==> src/rtl/mem_ctrl_pkg.sv <==
// Shared constants and helpers for the paged tracklet memory.
// Used by the write arbiter and the memory itself.
package mem_ctrl_pkg;

  localparam int NPAGE     = 8;
  localparam int PAGE_BITS = 3;
  localparam int NENT_BITS = 8;

  // Ceiling log2; clogb2(1) is 0.
  function automatic int clogb2(input int value);
    int r;
    r = 0;
    for (int i = 0; i < 31; i++) begin
      if ((1 << i) < value) r = i + 1;
    end
    return r;
  endfunction

endpackage

==> src/rtl/mem_write_arbiter_rr_arb2.sv <==
// Two-way round-robin arbiter.
// Pointer names the requester that wins a tie.
module rr_arb2 (
  input  logic       clk,
  input  logic       rst_n,
  input  logic [1:0] req,
  output logic [1:0] gnt
);

  logic ptr_q;
  logic ptr_d;

  // Grant from requests and pointer; pointer moves past the winner.
  always_comb begin
    gnt   = 2'b00;
    ptr_d = ptr_q;
    unique case (1'b1)
      (req == 2'b11): gnt = ptr_q ? 2'b10 : 2'b01;
      (req == 2'b01): gnt = 2'b01;
      (req == 2'b10): gnt = 2'b10;
      default:        gnt = 2'b00;
    endcase
    if (gnt[0]) ptr_d = 1'b1;
    if (gnt[1]) ptr_d = 1'b0;
  end

  // Pointer register; requester 0 wins first after reset.
  always_ff @(posedge clk or negedge rst_n) begin
    if (!rst_n) ptr_q <= 1'b0;
    else        ptr_q <= ptr_d;
  end

endmodule

==> src/rtl/mem_write_arbiter.sv <==
// Write-side controller for the paged tracklet memory.
// Arbitrates two requesters, allocates page slots, drives entry counts.
module mem_write_arbiter
  import mem_ctrl_pkg::*;
#(
  parameter int RAM_WIDTH  = 18,
  parameter int RAM_DEPTH  = 1024,
  parameter int PAGE_DEPTH = RAM_DEPTH / 8
) (
  input  logic                          clk,
  input  logic                          rst_n,
  input  logic                          in0_valid,
  output logic                          in0_ready,
  input  logic [RAM_WIDTH-1:0]          in0_data,
  input  logic [2:0]                    in0_page,
  input  logic                          in1_valid,
  output logic                          in1_ready,
  input  logic [RAM_WIDTH-1:0]          in1_data,
  input  logic [2:0]                    in1_page,
  input  logic                          page_clr,
  input  logic [2:0]                    page_clr_idx,
  output logic [clogb2(RAM_DEPTH)-1:0]  addra,
  output logic [RAM_WIDTH-1:0]          dina,
  output logic                          wea,
  output logic [7:0]                    nent_i0,
  output logic [7:0]                    nent_i1,
  output logic [7:0]                    nent_i2,
  output logic [7:0]                    nent_i3,
  output logic [7:0]                    nent_i4,
  output logic [7:0]                    nent_i5,
  output logic [7:0]                    nent_i6,
  output logic [7:0]                    nent_i7,
  output logic                          nent_we0,
  output logic                          nent_we1,
  output logic                          nent_we2,
  output logic                          nent_we3,
  output logic                          nent_we4,
  output logic                          nent_we5,
  output logic                          nent_we6,
  output logic                          nent_we7,
  output logic                          drop,
  output logic [7:0]                    ovf
);

  localparam int AW = clogb2(RAM_DEPTH);
  localparam int PB = clogb2(PAGE_DEPTH);
  localparam logic [NENT_BITS-1:0] FULL = NENT_BITS'(PAGE_DEPTH);

  logic [1:0] req;
  logic [1:0] gnt;

  logic                 acc;
  logic [PAGE_BITS-1:0] acc_page;
  logic [RAM_WIDTH-1:0] acc_data;
  logic [NENT_BITS-1:0] acc_cnt;
  logic                 acc_full;

  logic [NENT_BITS-1:0] cnt_q [NPAGE];
  logic [NENT_BITS-1:0] cnt_d [NPAGE];
  logic [NPAGE-1:0]     ovf_q;
  logic [NPAGE-1:0]     ovf_d;

  logic [AW-1:0]        addra_q;
  logic [AW-1:0]        addra_d;
  logic [RAM_WIDTH-1:0] dina_q;
  logic [RAM_WIDTH-1:0] dina_d;
  logic                 wea_q;
  logic                 wea_d;
  logic                 drop_q;
  logic                 drop_d;
  logic [NENT_BITS-1:0] nent_q [NPAGE];
  logic [NENT_BITS-1:0] nent_d [NPAGE];
  logic [NPAGE-1:0]     nwe_q;
  logic [NPAGE-1:0]     nwe_d;

  assign req = {in1_valid, in0_valid};

  rr_arb2 u_arb (
    .clk   (clk),
    .rst_n (rst_n),
    .req   (req),
    .gnt   (gnt)
  );

  assign in0_ready = gnt[0];
  assign in1_ready = gnt[1];

  // Select the granted item and its effective count after any clear.
  always_comb begin
    acc      = |gnt;
    acc_page = gnt[1] ? in1_page : in0_page;
    acc_data = gnt[1] ? in1_data : in0_data;
    acc_cnt  = cnt_q[acc_page];
    if (page_clr && (page_clr_idx == acc_page)) acc_cnt = '0;
    acc_full = (acc_cnt >= FULL);
  end

  // Next state: clear first, then allocate or drop the accepted item.
  always_comb begin
    cnt_d   = cnt_q;
    ovf_d   = ovf_q;
    nent_d  = nent_q;
    nwe_d   = '0;
    addra_d = addra_q;
    dina_d  = dina_q;
    wea_d   = 1'b0;
    drop_d  = 1'b0;
    if (page_clr) begin
      cnt_d[page_clr_idx]  = '0;
      ovf_d[page_clr_idx]  = 1'b0;
      nent_d[page_clr_idx] = '0;
      nwe_d[page_clr_idx]  = 1'b1;
    end
    if (acc) begin
      if (!acc_full) begin
        addra_d          = AW'({acc_page, acc_cnt[PB-1:0]});
        dina_d           = acc_data;
        wea_d            = 1'b1;
        cnt_d[acc_page]  = acc_cnt + 1'b1;
        nent_d[acc_page] = acc_cnt + 1'b1;
        nwe_d[acc_page]  = 1'b1;
      end else begin
        drop_d          = 1'b1;
        ovf_d[acc_page] = 1'b1;
      end
    end
  end

  // Page state and registered memory-side outputs.
  always_ff @(posedge clk or negedge rst_n) begin
    if (!rst_n) begin
      for (int i = 0; i < NPAGE; i++) begin
        cnt_q[i]  <= '0;
        nent_q[i] <= '0;
      end
      ovf_q   <= '0;
      nwe_q   <= '0;
      addra_q <= '0;
      dina_q  <= '0;
      wea_q   <= 1'b0;
      drop_q  <= 1'b0;
    end else begin
      for (int i = 0; i < NPAGE; i++) begin
        cnt_q[i]  <= cnt_d[i];
        nent_q[i] <= nent_d[i];
      end
      ovf_q   <= ovf_d;
      nwe_q   <= nwe_d;
      addra_q <= addra_d;
      dina_q  <= dina_d;
      wea_q   <= wea_d;
      drop_q  <= drop_d;
    end
  end

  assign addra = addra_q;
  assign dina  = dina_q;
  assign wea   = wea_q;
  assign drop  = drop_q;
  assign ovf   = ovf_q;

  assign nent_i0 = nent_q[0];
  assign nent_i1 = nent_q[1];
  assign nent_i2 = nent_q[2];
  assign nent_i3 = nent_q[3];
  assign nent_i4 = nent_q[4];
  assign nent_i5 = nent_q[5];
  assign nent_i6 = nent_q[6];
  assign nent_i7 = nent_q[7];

  assign nent_we0 = nwe_q[0];
  assign nent_we1 = nwe_q[1];
  assign nent_we2 = nwe_q[2];
  assign nent_we3 = nwe_q[3];
  assign nent_we4 = nwe_q[4];
  assign nent_we5 = nwe_q[5];
  assign nent_we6 = nwe_q[6];
  assign nent_we7 = nwe_q[7];

endmodule

==> config.mk <==
export PLATFORM = sky130hd
export DESIGN_NAME = mem_write_arbiter
export DESIGN_NICKNAME = d
export VERILOG_FILES = /design/src/rtl/mem_ctrl_pkg.sv /design/src/rtl/mem_write_arbiter_rr_arb2.sv /design/src/rtl/mem_write_arbiter.sv
export SDC_FILE = /design/constraint.sdc
export NUM_CORES = 1
export LEC_CHECK = 0
export CORE_ASPECT_RATIO = 0.6
export CORE_MARGIN = 10
export CORE_UTILIZATION = 55
export CTS_CLUSTER_DIAMETER = 100
export DETAILED_ROUTE_END_ITERATION = 7
export PLACE_DENSITY = 0.86
export SLEW_MARGIN = 20
export SYNTH_ARGS = -nofsm -noshare
export SYNTH_HDL_FRONTEND = slang
export SYNTH_HIERARCHICAL = 1
export SYNTH_SLANG_ARGS = --single-unit
==> constraint.sdc <==
create_clock -name clk -period 9.6 [get_ports clk]
set_input_delay 0.96 -clock clk [delete_from_list [all_inputs] [get_ports clk]]
set_output_delay 0.96 -clock clk [all_outputs]
set_load 0.01 [all_outputs]
==> results.sh <==
export IMPL_status="complete, no violations"
export IMPL_crit_top_cell="buf_4"
export IMPL_ir_drop_uv=137
export IMPL_slew_headroom_pct=25.2
export IMPL_seqCellArea_sq_um=4380
export IMPL_cp_slowest_stage_delay_ns=0.86
export IMPL_antenna_found_initial=0
export IMPL_grt_pass1_wl_um=37700
export IMPL_gp_congestion=0.931
export IMPL_crit_path_cell_trace="clkdlybuf4s50_1, a21boi_4, buf_4, mux2i_4, xnor2_1, nor4b_4, o32ai_4, buf_4, nor3_4, a21oi_2, nand2_1, o21ai_1"
export IMPL_tns_ns=0
export IMPL_period_minus_slack_ns=5.14
export IMPL_drive_gt1_share_pct=8.81
export IMPL_hold_path_class="flop to flop"
export IMPL_yosys_area_share_simple_pct=13.5
export IMPL_r2r_start="u_arb/ptr_q"
export IMPL_vias=6250
export IMPL_post_drt_via_cell_ratio=6.16
export IMPL_grt_max_degree=104
export IMPL_syn_nets=731
export IMPL_cts_resized=0
export IMPL_cp_num_buf_inv=3
export IMPL_drt_iter0_drc=566
export IMPL_ant_nets=0
export IMPL_hold_viol_final=0
export IMPL_synthFlopType="dfrtp_1"
export IMPL_start_util_pct=55.7
export IMPL_syn_instance_count=679
export IMPL_regMostFlops="cnt_q"
export IMPL_dieArea_sq_um=19000
export IMPL_cts_setup_buffers=0
export IMPL_yosysMostFrequentCell="dfrtp_1"
export IMPL_drcViolationCount=0
export IMPL_crit_type="input pin to flop"
export IMPL_final_fill_count=953
export IMPL_largest_reg_flops=64
export IMPL_netlist_area_leader_share_pct=58.0
export IMPL_grt_usage_pct=25.4
export IMPL_synthDistinctLibCells=54
export IMPL_slew_viol_final=0
export IMPL_worst_pin_slew_ns=1.12
export IMPL_rsz0062_at_grt="false"
export IMPL_cts_buffers=17
export IMPL_cp_slowest_cell="a21oi_2"
export IMPL_start_kind="input pin"
export IMPL_cp_arrival_ns=5.49
export IMPL_cts_tree="yes"
export IMPL_syn_to_final_growth_pct=29.6
export IMPL_insertion_delay_ns=0.43
export IMPL_synth_compound_area_share_pct=17.4
export IMPL_dp_slack_ns=4.11
export IMPL_finalNetCount=880
export IMPL_synth_area_leaders="dfrtp_1 58%, a22o_1 8.4%, nand2_1 7.2%"
export IMPL_synthMuxAreaShare_pct=5.34
export IMPL_period_share_pct=53.6
export IMPL_ys_seq_area_share_pct=58.0
export IMPL_hp_start="cnt_q[31]"
export IMPL_cts_clk_slew_worst_paths_ns=0.06
export IMPL_async_flop_share_pct=100
export IMPL_io_buffers=161
export IMPL_leakage_nw=4.37
export IMPL_crit_start="in1_valid"
export IMPL_rows=33
export IMPL_drv_cap=0
export IMPL_insertedDiodeCount=0
export IMPL_synth_xor_area_share_pct=1.23
export IMPL_die_h_um=111
export IMPL_synth_edff_count=0
export IMPL_cp_end_kind="flop"
export IMPL_synth_top_cell_by_area="dfrtp_1"
export IMPL_wl_um=24300
export IMPL_coreArea_sq_um=13500
export IMPL_synth_warnings=6
export IMPL_overflow=0
export IMPL_synth_top_family_by_area="compound AO/OA/AOI/OAI gates"
export IMPL_synthTopCellsByCount="175 x dfrtp_1, 144 x nand2_1, 72 x a22o_1"
export IMPL_ctsHoldBuffers=0
export IMPL_multi_input_area_sq_um=2880
export IMPL_finalClockSkew_ns=0.00952
export IMPL_drt_first_pass_iters=6
export IMPL_dp_hpwl_um=17000
export IMPL_setup_violations=0
export IMPL_worstPathMaxFanout=65
export IMPL_ctsHtreeMaxLevel=4
export IMPL_synth_fa_ha_area_share_pct=0.331
export IMPL_clock_path_buffers=2
export IMPL_setup_slack_ns=4.46
export IMPL_ys_ff_latch=175
export IMPL_die_w_um=171
export IMPL_root_buffer="clkbuf_16"
export IMPL_grt_pass1_vias=6376
export IMPL_cp_required_ns=9.94
export IMPL_cts_sinks=175
export IMPL_clock_fmax_mhz=194
export IMPL_avgSynthCellArea_sq_um=11.1
export IMPL_pwr_density_cell_nw_per_um2=256
export IMPL_critical_path_top_delay_family="buffers and inverters"
export IMPL_wl_per_cell_um=23.9
export IMPL_io_pins=162
export IMPL_synth_cell_area_sq_um=7550
==> power breakdown <==
part	internal, mW	switching (mW)	total [mW]
combinational	0.374	0.404	0.778
clock	0.372	0.295	0.667
sequential	0.929	0.127	1.06
total	1.68	0.826	2.50
==> kinds of logic (layout without fill, tap and decap cells) <==
| logic type | after synthesis | in the layout |
|---|---|---|
| AOI/OAI and AO/OA | 189 | 189 |
| xor gates and xnor gates | 8 | 8 |
| adders and majority gates | 2 | 2 |
| buffers and inverters | 55 | 216 |
| DFF | 175 | 175 |
| muxes | 35 | 35 |
| and+or+nand+nor | 215 | 215 |
==> layer usage <==
metal | vias to the layer above | part of all wire, % | global-route usage (%)
li1 | 2704 | - | -
met1 | 3143 | 42 | 34.1
met2 | 372 | 43 | 37.8
met3 | 31 | 13 | 10.6
met4 | 0 | 1.1 | 4.79
met5 | - | 0 | 0
==> worst paths after layout <==
path | endpoint | slack, ns | cells after the start
worst max register to register | cnt_q[30] | 5.10 | 12
max in group asynchronous | addra[2] | 7.50 | 2
worst min-delay path | cnt_q[31] | 0.48 | 2
worst min register to register | cnt_q[31] | 0.48 | 2
worst max-delay path | cnt_q[30] | 4.46 | 12
min in group asynchronous | nent_i7[5] | 0.63 | 1
==> worst register-to-register path: stages, from the launching register on <==
cell and delay, ns:
dfrtp_1 0.38, inv_1 0.08, a21boi_4 0.14, buf_4 0.45, mux2i_4 0.69, xnor2_1 0.28
nor4b_4 0.13, o32ai_4 0.27, buf_4 0.64, nor3_4 0.19, a21oi_2 0.86, nand2_1 0.16
o21ai_1 0.13
==> placed cells by master (no fill, tap or decap), drive strengths merged, types with 3 or more instances in the layout <==
master / n
clkinvlp: 4
buf: 11
xor2: 4
clkbuf: 20
a22o: 72
a32o: 3
o21ai: 87
nor2: 23
clkdlybuf4s50: 160
nor2b: 9
clkinv: 3
inv: 17
a32oi: 4
nand4: 3
o31ai: 3
mux2: 3
a21oi: 8
mux2i: 30
nor3: 11
xnor2: 4
nand3: 17
nand2: 144
dfrtp: 175
==> area by class of cell <==
class	instances	share of cell area (%)
inverters	14	0.537
clock inverters	11	1.10
multi-input cells	449	29.5
well taps	175	2.24
clock buffers	20	4.67
repair buffers	171	17.2
flip-flops and latches	175	44.7
==> metrics by stage <==
stage	hold WS [ns]	cell area, sq um	power [mW]	util, %	cells
6_report	0.476	9790	2.50	72.3	1015
5_1_grt	0.506	9790	2.62	72.3	1015
4_1_cts	0.481	9780	2.50	72.2	1015
3_5_place_dp	0.465	9220	1.83	68.1	984
3_3_place_gp	0.459	9220	1.81	68.1	984
2_1_floorplan	0.442	7550	1.41	-	679
(Power assumes the default switching activity.)
